<file path="config.mk">
export PLATFORM = sky130hd
export DESIGN_NAME = load_store_unit
export DESIGN_NICKNAME = d
export VERILOG_FILES = /design/src/rtl/load_store_unit.sv
export SDC_FILE = /design/constraint.sdc
export NUM_CORES = 1
export LEC_CHECK = 0
export ABC_AREA = 1
export CAP_MARGIN = 0
export CORE_MARGIN = 2
export CORE_UTILIZATION = 52
export CTS_BUF_LIST = sky130_fd_sc_hd__clkbuf_8
export DETAILED_ROUTE_END_ITERATION = 10
export GPL_ROUTABILITY_DRIVEN = 1
export PLACE_DENSITY = 0.89
export SLEW_MARGIN = 20
export SYNTH_ARGS = -nofsm -noshare
export SYNTH_HDL_FRONTEND = slang
export SYNTH_SLANG_ARGS = --single-unit
</file>
<file path="constraint.sdc">
create_clock -name clk -period 2.8 [get_ports clk]
set_input_delay 0.42 -clock clk [delete_from_list [all_inputs] [get_ports clk]]
set_output_delay 0.42 -clock clk [all_outputs]
set_load 0.05 [all_outputs]
</file>
<file path="src/rtl/load_store_unit.sv">
// Load/store unit: CPU-side initiator for the data port of the byte-addressed
// memory block. It accepts one MIPS load/store per handshake, computes and checks
// the effective address, and drives the memory port for exactly one cycle. It
// merges LWL/LWR data with the old rt value and returns a write-back response.
//
// Handshake rules (both sides): a transfer happens on a rising clock edge where
// valid and ready are both high. The request side is ready only in IDLE. A
// response stays valid and stable until resp_ready is seen. Leaving RESP never
// accepts a new request in the same cycle.
module load_store_unit #(
    parameter int ADDR_W = 16
) (
    input  logic        clk,
    input  logic        rst,
    input  logic        req_valid,
    output logic        req_ready,
    input  logic [3:0]  req_op,
    input  logic [31:0] req_base,
    input  logic [15:0] req_offset,
    input  logic [31:0] req_wdata,
    input  logic [4:0]  req_reg,
    output logic [31:0] mem_address,
    output logic [31:0] mem_data,
    output logic [2:0]  mem_write_mode,
    output logic [2:0]  mem_read_mode,
    output logic        mem_unsigned,
    input  logic [31:0] mem_rdata,
    output logic        resp_valid,
    input  logic        resp_ready,
    output logic [31:0] resp_data,
    output logic [4:0]  resp_reg,
    output logic        resp_we,
    output logic        resp_fault,
    output logic [31:0] resp_fault_addr,
    output logic [1:0]  dbg_state
);

    typedef enum logic [1:0] {
        S_IDLE  = 2'd0,
        S_ISSUE = 2'd1,
        S_RESP  = 2'd2
    } state_t;

    localparam logic [2:0] M_NONE  = 3'd0;
    localparam logic [2:0] M_BYTE  = 3'd1;
    localparam logic [2:0] M_HALF  = 3'd2;
    localparam logic [2:0] M_WORD  = 3'd3;
    localparam logic [2:0] M_LEFT  = 3'd4;
    localparam logic [2:0] M_RIGHT = 3'd5;

    typedef struct packed {
        logic       ok;     // defined op code
        logic       load;   // produces a register write-back
        logic [2:0] wmode;
        logic [2:0] rmode;
        logic       uns;
        logic [1:0] align;  // EA bits that must be zero
    } dec_t;

    function automatic dec_t decode(input logic [3:0] op);
        dec_t d;
        d = '{ok: 1'b1, load: 1'b0, wmode: M_NONE, rmode: M_NONE, uns: 1'b0, align: 2'b00};
        case (op)
            4'd0:  begin d.load = 1'b1; d.rmode = M_BYTE; end
            4'd1:  begin d.load = 1'b1; d.rmode = M_BYTE; d.uns = 1'b1; end
            4'd2:  begin d.load = 1'b1; d.rmode = M_HALF; d.align = 2'b01; end
            4'd3:  begin d.load = 1'b1; d.rmode = M_HALF; d.uns = 1'b1; d.align = 2'b01; end
            4'd4:  begin d.load = 1'b1; d.rmode = M_WORD; d.align = 2'b11; end
            4'd5:  begin d.load = 1'b1; d.rmode = M_LEFT; end
            4'd6:  begin d.load = 1'b1; d.rmode = M_RIGHT; end
            4'd8:  d.wmode = M_BYTE;
            4'd9:  begin d.wmode = M_HALF; d.align = 2'b01; end
            4'd10: begin d.wmode = M_WORD; d.align = 2'b11; end
            4'd11: d.wmode = M_LEFT;
            4'd12: d.wmode = M_RIGHT;
            default: d.ok = 1'b0;
        endcase
        return d;
    endfunction

    // LWL keeps the low rt bytes below the loaded part; LWR keeps the high ones.
    // Memory already zero-fills the lanes it does not return.
    function automatic logic [31:0] merge(input logic [3:0] op, input logic [1:0] k,
                                          input logic [31:0] rd, input logic [31:0] rt);
        logic [31:0] keep;
        keep = 32'h0;
        case (op)
            4'd5:    keep = 32'h00FF_FFFF >> {k, 3'b000};
            4'd6:    keep = ~(32'hFFFF_FFFF >> {k, 3'b000});
            default: keep = 32'h0;
        endcase
        return (rd & ~keep) | (rt & keep);
    endfunction

    state_t      state_q, state_d;
    logic [3:0]  op_q, op_d;
    logic [31:0] ea_q, ea_d;
    logic [31:0] wdata_q, wdata_d;
    logic [4:0]  reg_q, reg_d;
    logic        req_ready_q, req_ready_d;
    logic [31:0] mem_address_q, mem_address_d;
    logic [31:0] mem_data_q, mem_data_d;
    logic [2:0]  mem_write_mode_q, mem_write_mode_d;
    logic [2:0]  mem_read_mode_q, mem_read_mode_d;
    logic        mem_unsigned_q, mem_unsigned_d;
    logic        resp_valid_q, resp_valid_d;
    logic [31:0] resp_data_q, resp_data_d;
    logic [4:0]  resp_reg_q, resp_reg_d;
    logic        resp_we_q, resp_we_d;
    logic        resp_fault_q, resp_fault_d;
    logic [31:0] resp_fault_addr_q, resp_fault_addr_d;

    logic [31:0] req_ea;
    dec_t        req_dec;
    dec_t        cur_dec;
    logic        req_fault;

    assign req_ea    = req_base + {{16{req_offset[15]}}, req_offset};
    assign req_dec   = decode(req_op);
    assign cur_dec   = decode(op_q);
    assign req_fault = !req_dec.ok
                     || ((req_ea >> ADDR_W) != 32'd0)
                     || ((req_ea[1:0] & req_dec.align) != 2'b00);

    // Next-state and next-output computation for the whole unit.
    always_comb begin
        state_d           = state_q;
        op_d              = op_q;
        ea_d              = ea_q;
        wdata_d           = wdata_q;
        reg_d             = reg_q;
        req_ready_d       = req_ready_q;
        mem_address_d     = mem_address_q;
        mem_data_d        = mem_data_q;
        mem_write_mode_d  = mem_write_mode_q;
        mem_read_mode_d   = mem_read_mode_q;
        mem_unsigned_d    = mem_unsigned_q;
        resp_valid_d      = resp_valid_q;
        resp_data_d       = resp_data_q;
        resp_reg_d        = resp_reg_q;
        resp_we_d         = resp_we_q;
        resp_fault_d      = resp_fault_q;
        resp_fault_addr_d = resp_fault_addr_q;
        case (state_q)
            S_IDLE: begin
                if (req_valid) begin
                    op_d        = req_op;
                    ea_d        = req_ea;
                    wdata_d     = req_wdata;
                    reg_d       = req_reg;
                    req_ready_d = 1'b0;
                    if (req_fault) begin
                        // Faults never touch memory; respond on the next edge.
                        state_d           = S_RESP;
                        resp_valid_d      = 1'b1;
                        resp_data_d       = 32'h0;
                        resp_reg_d        = req_reg;
                        resp_we_d         = 1'b0;
                        resp_fault_d      = 1'b1;
                        resp_fault_addr_d = req_ea;
                    end else begin
                        state_d          = S_ISSUE;
                        mem_address_d    = req_ea;
                        mem_data_d       = req_wdata;
                        mem_write_mode_d = req_dec.wmode;
                        mem_read_mode_d  = req_dec.rmode;
                        mem_unsigned_d   = req_dec.uns;
                    end
                end
            end
            S_ISSUE: begin
                // The store commits and the load data is captured on this edge.
                state_d          = S_RESP;
                mem_address_d    = 32'h0;
                mem_data_d       = 32'h0;
                mem_write_mode_d = M_NONE;
                mem_read_mode_d  = M_NONE;
                mem_unsigned_d   = 1'b0;
                resp_valid_d     = 1'b1;
                resp_reg_d       = reg_q;
                resp_we_d        = cur_dec.load;
                resp_fault_d     = 1'b0;
                resp_fault_addr_d = 32'h0;
                resp_data_d      = cur_dec.load ? merge(op_q, ea_q[1:0], mem_rdata, wdata_q)
                                                : 32'h0;
            end
            S_RESP: begin
                if (resp_ready) begin
                    state_d           = S_IDLE;
                    req_ready_d       = 1'b1;
                    resp_valid_d      = 1'b0;
                    resp_data_d       = 32'h0;
                    resp_reg_d        = 5'd0;
                    resp_we_d         = 1'b0;
                    resp_fault_d      = 1'b0;
                    resp_fault_addr_d = 32'h0;
                end
            end
            default: begin
                state_d     = S_IDLE;
                req_ready_d = 1'b1;
            end
        endcase
    end

    // State and registered outputs; async reset drops the memory modes at once.
    always_ff @(posedge clk or negedge rst) begin
        if (!rst) begin
            state_q           <= S_IDLE;
            op_q              <= 4'd0;
            ea_q              <= 32'h0;
            wdata_q           <= 32'h0;
            reg_q             <= 5'd0;
            req_ready_q       <= 1'b1;
            mem_address_q     <= 32'h0;
            mem_data_q        <= 32'h0;
            mem_write_mode_q  <= M_NONE;
            mem_read_mode_q   <= M_NONE;
            mem_unsigned_q    <= 1'b0;
            resp_valid_q      <= 1'b0;
            resp_data_q       <= 32'h0;
            resp_reg_q        <= 5'd0;
            resp_we_q         <= 1'b0;
            resp_fault_q      <= 1'b0;
            resp_fault_addr_q <= 32'h0;
        end else begin
            state_q           <= state_d;
            op_q              <= op_d;
            ea_q              <= ea_d;
            wdata_q           <= wdata_d;
            reg_q             <= reg_d;
            req_ready_q       <= req_ready_d;
            mem_address_q     <= mem_address_d;
            mem_data_q        <= mem_data_d;
            mem_write_mode_q  <= mem_write_mode_d;
            mem_read_mode_q   <= mem_read_mode_d;
            mem_unsigned_q    <= mem_unsigned_d;
            resp_valid_q      <= resp_valid_d;
            resp_data_q       <= resp_data_d;
            resp_reg_q        <= resp_reg_d;
            resp_we_q         <= resp_we_d;
            resp_fault_q      <= resp_fault_d;
            resp_fault_addr_q <= resp_fault_addr_d;
        end
    end

    assign req_ready       = req_ready_q;
    assign mem_address     = mem_address_q;
    assign mem_data        = mem_data_q;
    assign mem_write_mode  = mem_write_mode_q;
    assign mem_read_mode   = mem_read_mode_q;
    assign mem_unsigned    = mem_unsigned_q;
    assign resp_valid      = resp_valid_q;
    assign resp_data       = resp_data_q;
    assign resp_reg        = resp_reg_q;
    assign resp_we         = resp_we_q;
    assign resp_fault      = resp_fault_q;
    assign resp_fault_addr = resp_fault_addr_q;
    assign dbg_state       = state_q;

endmodule

</file>
==> run metrics <==
run status finished, final reports clean; number of global-route vias before repair 11500; pre-CTS WS -0.668 ns; CP Launch Type input pin; Worst Skew 0.0161 ns; Tot Pwr 0.0142 W; largest area contributor in the netlist dfrtp_1; Pre-antenna DRT Iters 6; endpoint class of the critical path register; Post-synth EDFFs 0; Req. time, crit path 3.22 ns; internal power 0.00720 W; first-pass GRT wire length 57.1 mm; routed vias/inst 5.58; Unique masters post-synth 38; Antenna Nets Post-Route 0; antenna violations before repair 1; Hold Crit Class register to register; Post-synth top cells nand2_1 (585), dfrtp_1 (188), inv_1 (184); Max Freq 361 MHz; wire length per cell 18.0 um; Root Buffer clkbuf_8; RR Startpoint dbg_state[0]; total clock sinks 189; nets 2104; synthesized-area fraction occupied by adder cells 0.0401; Setup Total Neg Slack 0 ns; Post-Synth Simple-Gate Area 0.344; sequential area share after synthesis 0.426; largest fanout on the critical path 9; Arrival @ worst endpoint 3.19 ns; pwr/cell area 882 nW/um^2; sw power 0.00701 W; Layout area overhead 45.1%; Remaining DRCs 0; Row Count 53; post-synthesis mux area share 0.00101; largest net degree at the start of global routing 73; Gate Count Post-Synth 1583; YS warnings 0; layout cells sized above 1 0.145; Static Leak 8.67 nW; Finished Cell Area 16100 um^2; hold_ws 0.479 ns; maximum vdd drop 639 uV; gr usage total 0.321; predominant post-synthesis flop cell dfrtp_1; Skew-Pair Late Insertion Delay 0.48 ns; Reg power frac 0.300; Final Cycle Share 0.989; Worst-Margin Slew 1.01 ns; Post-DP Area 14800 um^2; Seq cells post-synth 189; hold path startpoint resp_fault_addr[30]; Netlist Area Pre-Place 11100 um^2; Final WS setup 0.0320 ns; most common cell in the synthesized netlist nand2_1; classification of the worst setup path input pin to register; compound-cell area share of the yosys netlist 0.0744; CTS tree built; Clock Power Share 0.137; ranking of synthesized cells by area dfrtp_1 (42%), nand2_1 (20%), nand3_1 (7.7%), inv_1 (6.2%), nor2_1 (5.1%); fill cell count 1414; switching part of the total 0.493; Tmin final 2.77 ns; number of DRC markers in iteration 0 1171; GP Congestion 0.985; Chip Height 150 um; largest family of logic cells by synthesized area simple AND/OR/NAND/NOR gates; Die Area 22500 um^2; CTS max path bufs 2; starting density of the core 0.528; final WL 40.1 mm; Slew Limit Fails 0; H-tree levels 4; Core Area 21000 um^2; area share of the leading cell type in the synthesized netlist 0.424; Comb pwr share 0.563; die width 150 um; Async SR Flop Fraction 1.00; Vias 12500; crit path from req_base[18]; Worst-path clk slew 0.11 ns; CTS Buf Count 17; I/O pin cnt 271; ANT cells 0; Max-Cap Viols 0; IO buf count 270; xor and xnor area share after synthesis 0.0118; max-slew headroom at the worst pin 0.324; Hold Vio Cnt, Final 0; post-DP HPWL 26.9 mm; final setup violation count 0; Syn Nets 1743; mean area per synthesized cell 7.01 um^2; Remaining Overflow, GRT 0
[area by class of cell]
cell class,count,area [um^2],share of cell area
multi-input combinational,1138,5830,0.362
sequential,189,4730,0.294
timing repair buffer,408,4080,0.253
inverter,190,713,0.0443
tap,275,344,0.0213
clock buffer,18,248,0.0154
clock inverter,14,171,0.0106
[path summary, 6_finish.rpt]
path                                       end  slack, ns  cells past startpoint
min in group asynchronous      mem_address[27]       0.49                      2
hold reg to reg            resp_fault_addr[30]       0.48                      2
max in group asynchronous            req_ready       1.40                      3
hold / removal             resp_fault_addr[30]       0.48                      2
setup / recovery                  mem_data[14]       0.03                     21
setup reg to reg                 resp_data[15]       0.14                      8
[worst max-delay path, cell delays in order]
cell	delay (ns)
clkdlybuf4s50_1	0.50
ha_4	0.23
nand2_2	0.10
inv_1	0.06
nand2_1	0.10
nand2_1	0.10
inv_1	0.08
nand2_2	0.09
a21oi_2	0.18
nand2_1	0.08
nand2_2	0.06
nand2_1	0.06
nor2_1	0.08
nand2_1	0.11
nor2_4	0.16
nand2_2	0.08
nand2_4	0.12
buf_12	0.19
clkbuf_16	0.18
nand3_1	0.09
nand2_1	0.10
[cells by family after synthesis]
group | Yosys count
muxes | 1
DFF | 189
and+or+nand+nor | 936
buffers and inverters | 256
AOI/OAI and AO/OA | 151
xor gates and xnor gates | 15
adders and majority gates | 35
[timing repair]
action                     in CTS  in global routing
hold buffers                    1                  0
setup endpoints to repair     138                145
gates cloned                    1                  7
hold endpoints to repair       55                  0
buffers inserted                1                  7
pin swaps                       4                 33
gates resized for setup        16                125
[stage by stage]
stage	util	cells
after CTS	0.729	2218
after detailed placement	0.704	2183
final	0.767	2232
after global placement	0.704	2183
after global routing	0.767	2232
after floorplan	-	1583
[cell usage in the layout, fill, tap and decap left out, types with 8 or more instances in the layout]
cell	synthesis	layout
nand2_1	585	554
clkdlybuf4s50_1	0	233
dfrtp_1	188	188
inv_1	184	184
nand3_1	170	162
nor2_1	151	135
buf_4	6	117
o21ai_0	76	76
a21oi_1	49	40
dlymetal6s2s_1	0	35
nand2_2	2	31
ha_4	0	26
clkbuf_8	0	19
nor2_2	6	18
xnor2_1	15	15
buf_12	0	11
a21boi_1	10	10
nand3_2	2	9
a21oi_2	1	8
[routing by layer]
metal / part of all wire / track usage / wire [um]
met1: 0.36 / 0.388 / 14600
met2: 0.48 / 0.549 / 19300
met3: 0.093 / 0.0552 / 3720
met4: 0.064 / 0.169 / 2580
met5: 0 / 0 / 0
[power by group through the flow]
stage,logic (W),registers [W],clock network [W]
global placement,0.00714,0.00424,0
CTS,0.00737,0.00423,0.00193
global route,0.00844,0.00434,0.00205
detailed placement,0.00732,0.00427,0
finish,0.00800,0.00427,0.00195
floorplan,0.00267,0.00614,0
(Power assumes the default switching activity.)
